File: config.mk
export PLATFORM = sky130hd
export DESIGN_NAME = tff_count_sequencer
export DESIGN_NICKNAME = d
export VERILOG_FILES = /design/src/rtl/tff_seq_pkg.sv /design/src/rtl/tff_cell.sv /design/src/rtl/tff_count_sequencer.sv
export SDC_FILE = /design/constraint.sdc
export NUM_CORES = 1
export LEC_CHECK = 0
export ABC_AREA = 1
export CAP_MARGIN = 20
export CORE_MARGIN = 2
export CORE_UTILIZATION = 48
export DETAILED_ROUTE_END_ITERATION = 8
export PLACE_DENSITY = 0.85
export SYNTH_ARGS = -nofsm -noshare
export SYNTH_HDL_FRONTEND = slang
export SYNTH_SLANG_ARGS = --single-unit
File: constraint.sdc
create_clock -name clk -period 1.65 [get_ports clk]
set_clock_uncertainty 0.05 [all_clocks]
set_input_delay 0.495 -clock clk [delete_from_list [all_inputs] [get_ports clk]]
set_output_delay 0.495 -clock clk [all_outputs]
set_load 0.03 [all_outputs]
File: src/rtl/tff_seq_pkg.sv
// ---------------------------------------------------------------------------
// tff_seq_pkg
// Shared types and constants for the T-flip-flop count sequencer.
//   state_t  : controller FSM state, 2-bit encoding
//   DIR_DOWN : dir value selecting a count from load_val down to 0
//   DIR_UP   : dir value selecting a count from 0 up to load_val
// ---------------------------------------------------------------------------
package tff_seq_pkg;

   typedef enum logic [1:0] {
      IDLE = 2'b00,
      LOAD = 2'b01,
      RUN  = 2'b10,
      DONE = 2'b11
   } state_t;

   localparam logic DIR_DOWN = 1'b0;
   localparam logic DIR_UP   = 1'b1;

endpackage

File: src/rtl/tff_cell.sv
// ---------------------------------------------------------------------------
// tff_cell
// One T flip-flop: a D flip-flop whose next value is q XOR t.
// Ports:
//   clk   in   rising-edge clock
//   reset in   synchronous active-high clear (q -> 0)
//   t     in   toggle enable for this edge
//   q     out  stored bit
//   qbar  out  complement of q
// ---------------------------------------------------------------------------
module tff_cell (
   input  logic clk,
   input  logic reset,
   input  logic t,
   output logic q,
   output logic qbar
);

   logic q_reg;

   always_ff @(posedge clk) begin
      if (reset) begin
         q_reg <= 1'b0;
      end else begin
         q_reg <= q_reg ^ t;
      end
   end

   assign q    = q_reg;
   assign qbar = ~q_reg;

endmodule

File: src/rtl/tff_count_sequencer.sv
// ---------------------------------------------------------------------------
// tff_count_sequencer
// Sequences a bank of WIDTH T flip-flops as a loadable up/down counter. The
// bank only ever changes through the toggle vector produced here, one per
// cycle. A start/done handshake frames each operation; pause freezes the
// count while running and abort drops back to IDLE without a done pulse.
// Ports:
//   clk      in   rising-edge clock
//   reset    in   synchronous active-high reset, also clears every cell
//   start    in   request, sampled only in IDLE
//   dir      in   1 = count up 0 -> load_val, 0 = count down load_val -> 0
//   load_val in   target (up) or initial value (down), captured with start
//   pause    in   hold the count for this RUN cycle
//   abort    in   leave LOAD/RUN for IDLE at the next edge, count holds
//   busy     out  high in LOAD and RUN
//   done     out  single-cycle pulse in DONE
//   count    out  q vector of the T-FF bank
// ---------------------------------------------------------------------------
module tff_count_sequencer
   import tff_seq_pkg::*;
#(
   parameter int WIDTH = 8
) (
   input  logic             clk,
   input  logic             reset,
   input  logic             start,
   input  logic             dir,
   input  logic [WIDTH-1:0] load_val,
   input  logic             pause,
   input  logic             abort,
   output logic             busy,
   output logic             done,
   output logic [WIDTH-1:0] count
);

   state_t           state_reg;
   logic             dir_reg;
   logic [WIDTH-1:0] val_reg;
   logic             busy_reg;
   logic             done_reg;

   logic [WIDTH-1:0] q_vec;
   logic [WIDTH-1:0] qbar_vec;
   logic [WIDTH-1:0] t_vec;
   logic [WIDTH-1:0] init_val;
   logic [WIDTH-1:0] target_val;
   logic [WIDTH-1:0] step_up;
   logic [WIDTH-1:0] step_dn;
   logic             at_target;

   assign init_val   = (dir_reg == DIR_UP) ? '0 : val_reg;
   assign target_val = (dir_reg == DIR_UP) ? val_reg : '0;
   assign at_target  = (q_vec == target_val);

   // Ripple toggle terms: a bit flips when every lower bit is 1 (increment)
   // or every lower bit is 0 (decrement). The down term uses the cells'
   // qbar outputs directly.
   assign step_up[0] = 1'b1;
   assign step_dn[0] = 1'b1;

   generate
      for (genvar gi = 1; gi < WIDTH; gi++) begin : g_step
         assign step_up[gi] = &q_vec[gi-1:0];
         assign step_dn[gi] = &qbar_vec[gi-1:0];
      end
   endgenerate

   // Toggle vector. Abort beats everything; in RUN the target check
   // beats pause so a paused run that already sits on target still ends.
   always_comb begin
      t_vec = '0;
      case (state_reg)
         LOAD: begin
            if (!abort) begin
               t_vec = q_vec ^ init_val;
            end
         end
         RUN: begin
            if (!abort && !at_target && !pause) begin
               t_vec = (dir_reg == DIR_UP) ? step_up : step_dn;
            end
         end
         default: t_vec = '0;
      endcase
   end

   // Controller FSM with registered busy/done.
   always_ff @(posedge clk) begin
      if (reset) begin
         state_reg <= IDLE;
         dir_reg   <= 1'b0;
         val_reg   <= '0;
         busy_reg  <= 1'b0;
         done_reg  <= 1'b0;
      end else begin
         case (state_reg)
            IDLE: begin
               done_reg <= 1'b0;
               if (start) begin
                  dir_reg   <= dir;
                  val_reg   <= load_val;
                  state_reg <= LOAD;
                  busy_reg  <= 1'b1;
               end else begin
                  busy_reg  <= 1'b0;
               end
            end
            LOAD: begin
               if (abort) begin
                  state_reg <= IDLE;
                  busy_reg  <= 1'b0;
               end else begin
                  state_reg <= RUN;
                  busy_reg  <= 1'b1;
               end
            end
            RUN: begin
               if (abort) begin
                  state_reg <= IDLE;
                  busy_reg  <= 1'b0;
               end else if (at_target) begin
                  state_reg <= DONE;
                  busy_reg  <= 1'b0;
                  done_reg  <= 1'b1;
               end
            end
            DONE: begin
               state_reg <= IDLE;
               busy_reg  <= 1'b0;
               done_reg  <= 1'b0;
            end
            default: begin
               state_reg <= IDLE;
               busy_reg  <= 1'b0;
               done_reg  <= 1'b0;
            end
         endcase
      end
   end

   generate
      for (genvar gi = 0; gi < WIDTH; gi++) begin : g_cell
         tff_cell u_cell (
            .clk   (clk),
            .reset (reset),
            .t     (t_vec[gi]),
            .q     (q_vec[gi]),
            .qbar  (qbar_vec[gi])
         );
      end
   endgenerate

   assign busy  = busy_reg;
   assign done  = done_reg;
   assign count = q_vec;

endmodule

==> flow_summary.rst <==
.. list-table::
   :header-rows: 1

   * - Metric
     - Value
   * - DRT iter0 DRCs
     - ~120
   * - Clock tree root driver cell
     - sky130_fd_sc_hd__clkbuf_4
   * - Worst setup margin
     - approximately 0.045 ns
   * - Gpl congestion
     - roughly 0.81
   * - Detailed-route vias per instance
     - between 5 and 6
   * - Hold violation count in the final report
     - 0
   * - Number of max-cap violations
     - 0
   * - Maximum number of pins on one net before global-route repair
     - 21
   * - Switching power
     - slightly above 0.7 mW
   * - Length in cells of the worst reg-to-reg path
     - 11
   * - Hold Path Depth
     - 2
   * - Vias in the first global route
     - roughly 1,400
   * - Worst-case headroom to the max-slew limit
     - 0.7788
   * - Crit-path cells
     - dlygate4sd2_1
   * - Cell with the biggest individual delay on the critical path
     - sky130_fd_sc_hd__dlygate4sd2_1
   * - Port buffer count
     - 23
   * - Number of CTS-inserted buffers
     - 3
   * - Most common cell after layout, fill and taps aside
     - sky130_fd_sc_hd__nand2_1
   * - Initial antenna violation count
     - 0
   * - Crit end category
     - primary output
   * - Number of cell rows
     - 20
   * - Achievable Freq
     - 0.6230 GHz
   * - Post-layout utilization of the core
     - 0.6492
   * - Total placed instance area
     - 0.001838 mm^2
   * - Stages on worst setup path
     - 1
   * - Height of the die
     - just over 60 um
   * - Synthesis-stage register bit count
     - 21
   * - Worst Hold Class
     - flip-flop to flip-flop
   * - CTS hold repair buffers
     - 0
   * - Crit path largest cell delay
     - 0.40 ns
   * - Remaining number of nets flagged by the antenna check after routing
     - 0
   * - Htree depth
     - 1
   * - Data required time of the worst path
     - 1.10 ns
   * - Via count
     - between 1,500 and 2,000
   * - Period Utilization, post-route
     - 0.9729
   * - Antenna cells
     - 0
   * - Share of total power consumed by net switching
     - 0.4237
   * - WP data arrival
     - 1.06 ns
   * - Slew at the pin closest to its max-slew limit
     - around 0.33 ns
   * - Static leakage
     - a little under 0.9 nW
   * - DRC viols
     - 0
   * - First-pass iteration count of the detailed router
     - 4
   * - Design Area, Final
     - about 0.002 mm^2
   * - Yosys warnings
     - 0
   * - Clock latency of the later-clocked register in the worst-skew pair
     - 0.32 ns
   * - Post-DR wirelength/cell
     - 11.52 um
   * - Highest-count cells in the layout ignoring fill and taps
     - 48 x sky130_fd_sc_hd__nand2_1, 35 x sky130_fd_sc_hd__nand3_1, 27 x sky130_fd_sc_hd__inv_1, 24 x sky130_fd_sc_hd__buf_4, 20 x sky130_fd_sc_hd__o21ai_0
   * - Outcome
     - finished clean
   * - Count of mapped cells out of synthesis
     - approximately 250
   * - Combinational fraction of design power
     - 0.473
   * - Hpwl dp
     - about 2.5 mm
   * - Fillers
     - 274
   * - Count of pins over their slew limit
     - 0
   * - Core Box Area
     - around 0.0031 mm^2
   * - WL met2
     - 1.749 mm
   * - Area of the mapped netlist
     - between 0.0015 and 0.002 mm^2
   * - First-pass GRT wire length
     - around 5.8 mm
   * - Kind of cell adding the most delay to the critical path
     - buffers and inverters
   * - Clk slew on worst S/H paths
     - 0.12 ns
   * - Routed wire length
     - between 3 and 4 mm
   * - Top layer reached by signal wires
     - met4
   * - Classification of the worst setup path
     - flip-flop to primary output
   * - Area added between synthesis and finish
     - 27.76%
   * - Met3 wire len
     - around 160 um
   * - Final number of setup-violating endpoints
     - 0
   * - Total number of clock tree sinks
     - 21
   * - Power share of the clock group
     - 0.156
   * - Clock tree from TritonCTS
     - done
   * - Bufs and invs on worst path
     - 1
   * - Fraction of final layout cells sized beyond drive strength 1
     - 0.2536
   * - Setup repair after global routing missed its margin
     - yes
   * - Total global routing overflow
     - 0
   * - DP Worst Slack
     - -0.3144 ns
   * - Final #Nets
     - 295
   * - Longest Clk Path Bufs
     - 2
   * - All-layer global routing usage
     - 0.2058
   * - M1 wire length
     - 1.713 mm
   * - Min Clock Period, post-route
     - roughly 1.6 ns
   * - Kind of launch point of the worst setup path
     - flip-flop
   * - Initial cell density of the core
     - 0.5081
   * - Critical path peak fanout
     - 2
   * - Count of unique library cells instantiated by Yosys
     - 23
   * - Die Footprint
     - between 0.003 and 0.004 mm^2
   * - Die Width
     - a little over 60 um
   * - Syn avg cell area
     - about 6.4 um^2
   * - Internal power component
     - 0.9743 mW
   * - Sequential share of power
     - 0.371
   * - Areal power density over the cells
     - 846.1 mW/mm^2
   * - Sequential share of the synthesized area
     - 0.2688
   * - Max IR drop VDD
     - about 0.62 mV
   * - I/O pin count
     - 24
   * - Post-Syn Nets
     - about 260
==> synthesized netlist by cell type <==
cell type | instances | area (um^2)
sky130_fd_sc_hd__nor2_4 | 3 | 33.78
sky130_fd_sc_hd__o21ai_0 | 20 | 100.1
sky130_fd_sc_hd__o22ai_1 | 1 | 6.260
sky130_fd_sc_hd__clkbuf_1 | 2 | 7.510
sky130_fd_sc_hd__a31oi_1 | 1 | 6.260
sky130_fd_sc_hd__nand2_4 | 1 | 11.26
sky130_fd_sc_hd__a21oi_1 | 19 | 95.09
sky130_fd_sc_hd__nor2_1 | 17 | 63.81
sky130_fd_sc_hd__nand2_2 | 7 | 43.79
sky130_fd_sc_hd__o21ai_2 | 2 | 17.52
sky130_fd_sc_hd__o21ai_1 | 3 | 15.01
sky130_fd_sc_hd__dfxtp_1 | 21 | 420.4
sky130_fd_sc_hd__nand4_1 | 2 | 12.51
sky130_fd_sc_hd__nand2_1 | 52 | 195.2
sky130_fd_sc_hd__inv_2 | 1 | 3.750
sky130_fd_sc_hd__buf_2 | 5 | 25.02
sky130_fd_sc_hd__buf_1 | 1 | 3.750
sky130_fd_sc_hd__inv_1 | 29 | 108.9
sky130_fd_sc_hd__buf_4 | 10 | 75.07
sky130_fd_sc_hd__a21oi_2 | 1 | 8.760
sky130_fd_sc_hd__ha_1 | 4 | 50.05
sky130_fd_sc_hd__nand3_2 | 8 | 80.08
sky130_fd_sc_hd__nand3_1 | 36 | 180.2
==> tightest hold or removal path, delay by kind of cell (launching register included) <==
family                 cells  cell delay [ns]
flip-flops                 1             0.35
buffers and inverters      1             0.07
AO/OA/AOI/OAI              1             0.05
==> per-layer routing <==
metal | track usage | vias to the layer above
met3 | 0.03992 | 9
met1 | 0.2513 | 731
met2 | 0.3587 | 44
met4 | 0.07453 | 0
met5 | 0 | -
li1 | - | 862
==> final cells by class <==
class                           count  area (um^2)  area share
Timing Repair Buffer               43        394.1      0.1972
Clock buffer                        4        26.28     0.01315
Inverter                           30        120.1     0.06011
Tap cell                           44        55.05     0.02755
Sequential cell                    21        427.9      0.2142
Multi-Input combinational cell    178        974.7      0.4878
==> power by group through the flow <==
stage,clock network (mW),logic [mW],registers [mW]
after floorplan,0,0.478,0.642
after global placement,0,0.680,0.626
after detailed placement,0,0.696,0.629
after CTS,0.268,0.692,0.616
after global routing,0.291,0.884,0.636
final,0.264,0.799,0.627
==> per-stage QoR <==
stage | std cells | hold slack, ns | power (mW) | TNS (ns)
final | 320 | 0.4583 | 1.691 | 0
after global routing | 320 | 0.4906 | 1.810 | -0.4860
after CTS | 315 | 0.4590 | 1.577 | 0
after detailed placement | 311 | 0.4422 | 1.324 | -4.207
after global placement | 311 | 0.4259 | 1.306 | -3.380
after floorplan | 246 | 0.4151 | 1.121 | 0
==> cells by family (layout without fill, tap and decap cells) <==
group           Yosys count  after routing  share of synthesized area
simple gates            126            127                     0.3968
compound gates           47             47                     0.1592
fa+ha+maj                 4              4                    0.03200
buf+inv                  48             77                     0.1432
flops                    21             21                     0.2688
==> repair_timing <==
item | in CTS | in global routing
endpoints found under the setup margin | 2 | 14
gates resized for setup | 2 | 24
setup buffers | 0 | 3
pin swaps | 0 | 2
gates cloned | 0 | 2
==> final timing paths <==
path         slack, ns        from                  to
min reg2reg       0.46  val_reg[3]          val_reg[3]
min               0.46  val_reg[3]          val_reg[3]
max               0.04        done                done
max reg2reg       0.06     dir_reg  g_cell[0].u_cell.q
(Power assumes the default switching activity.)
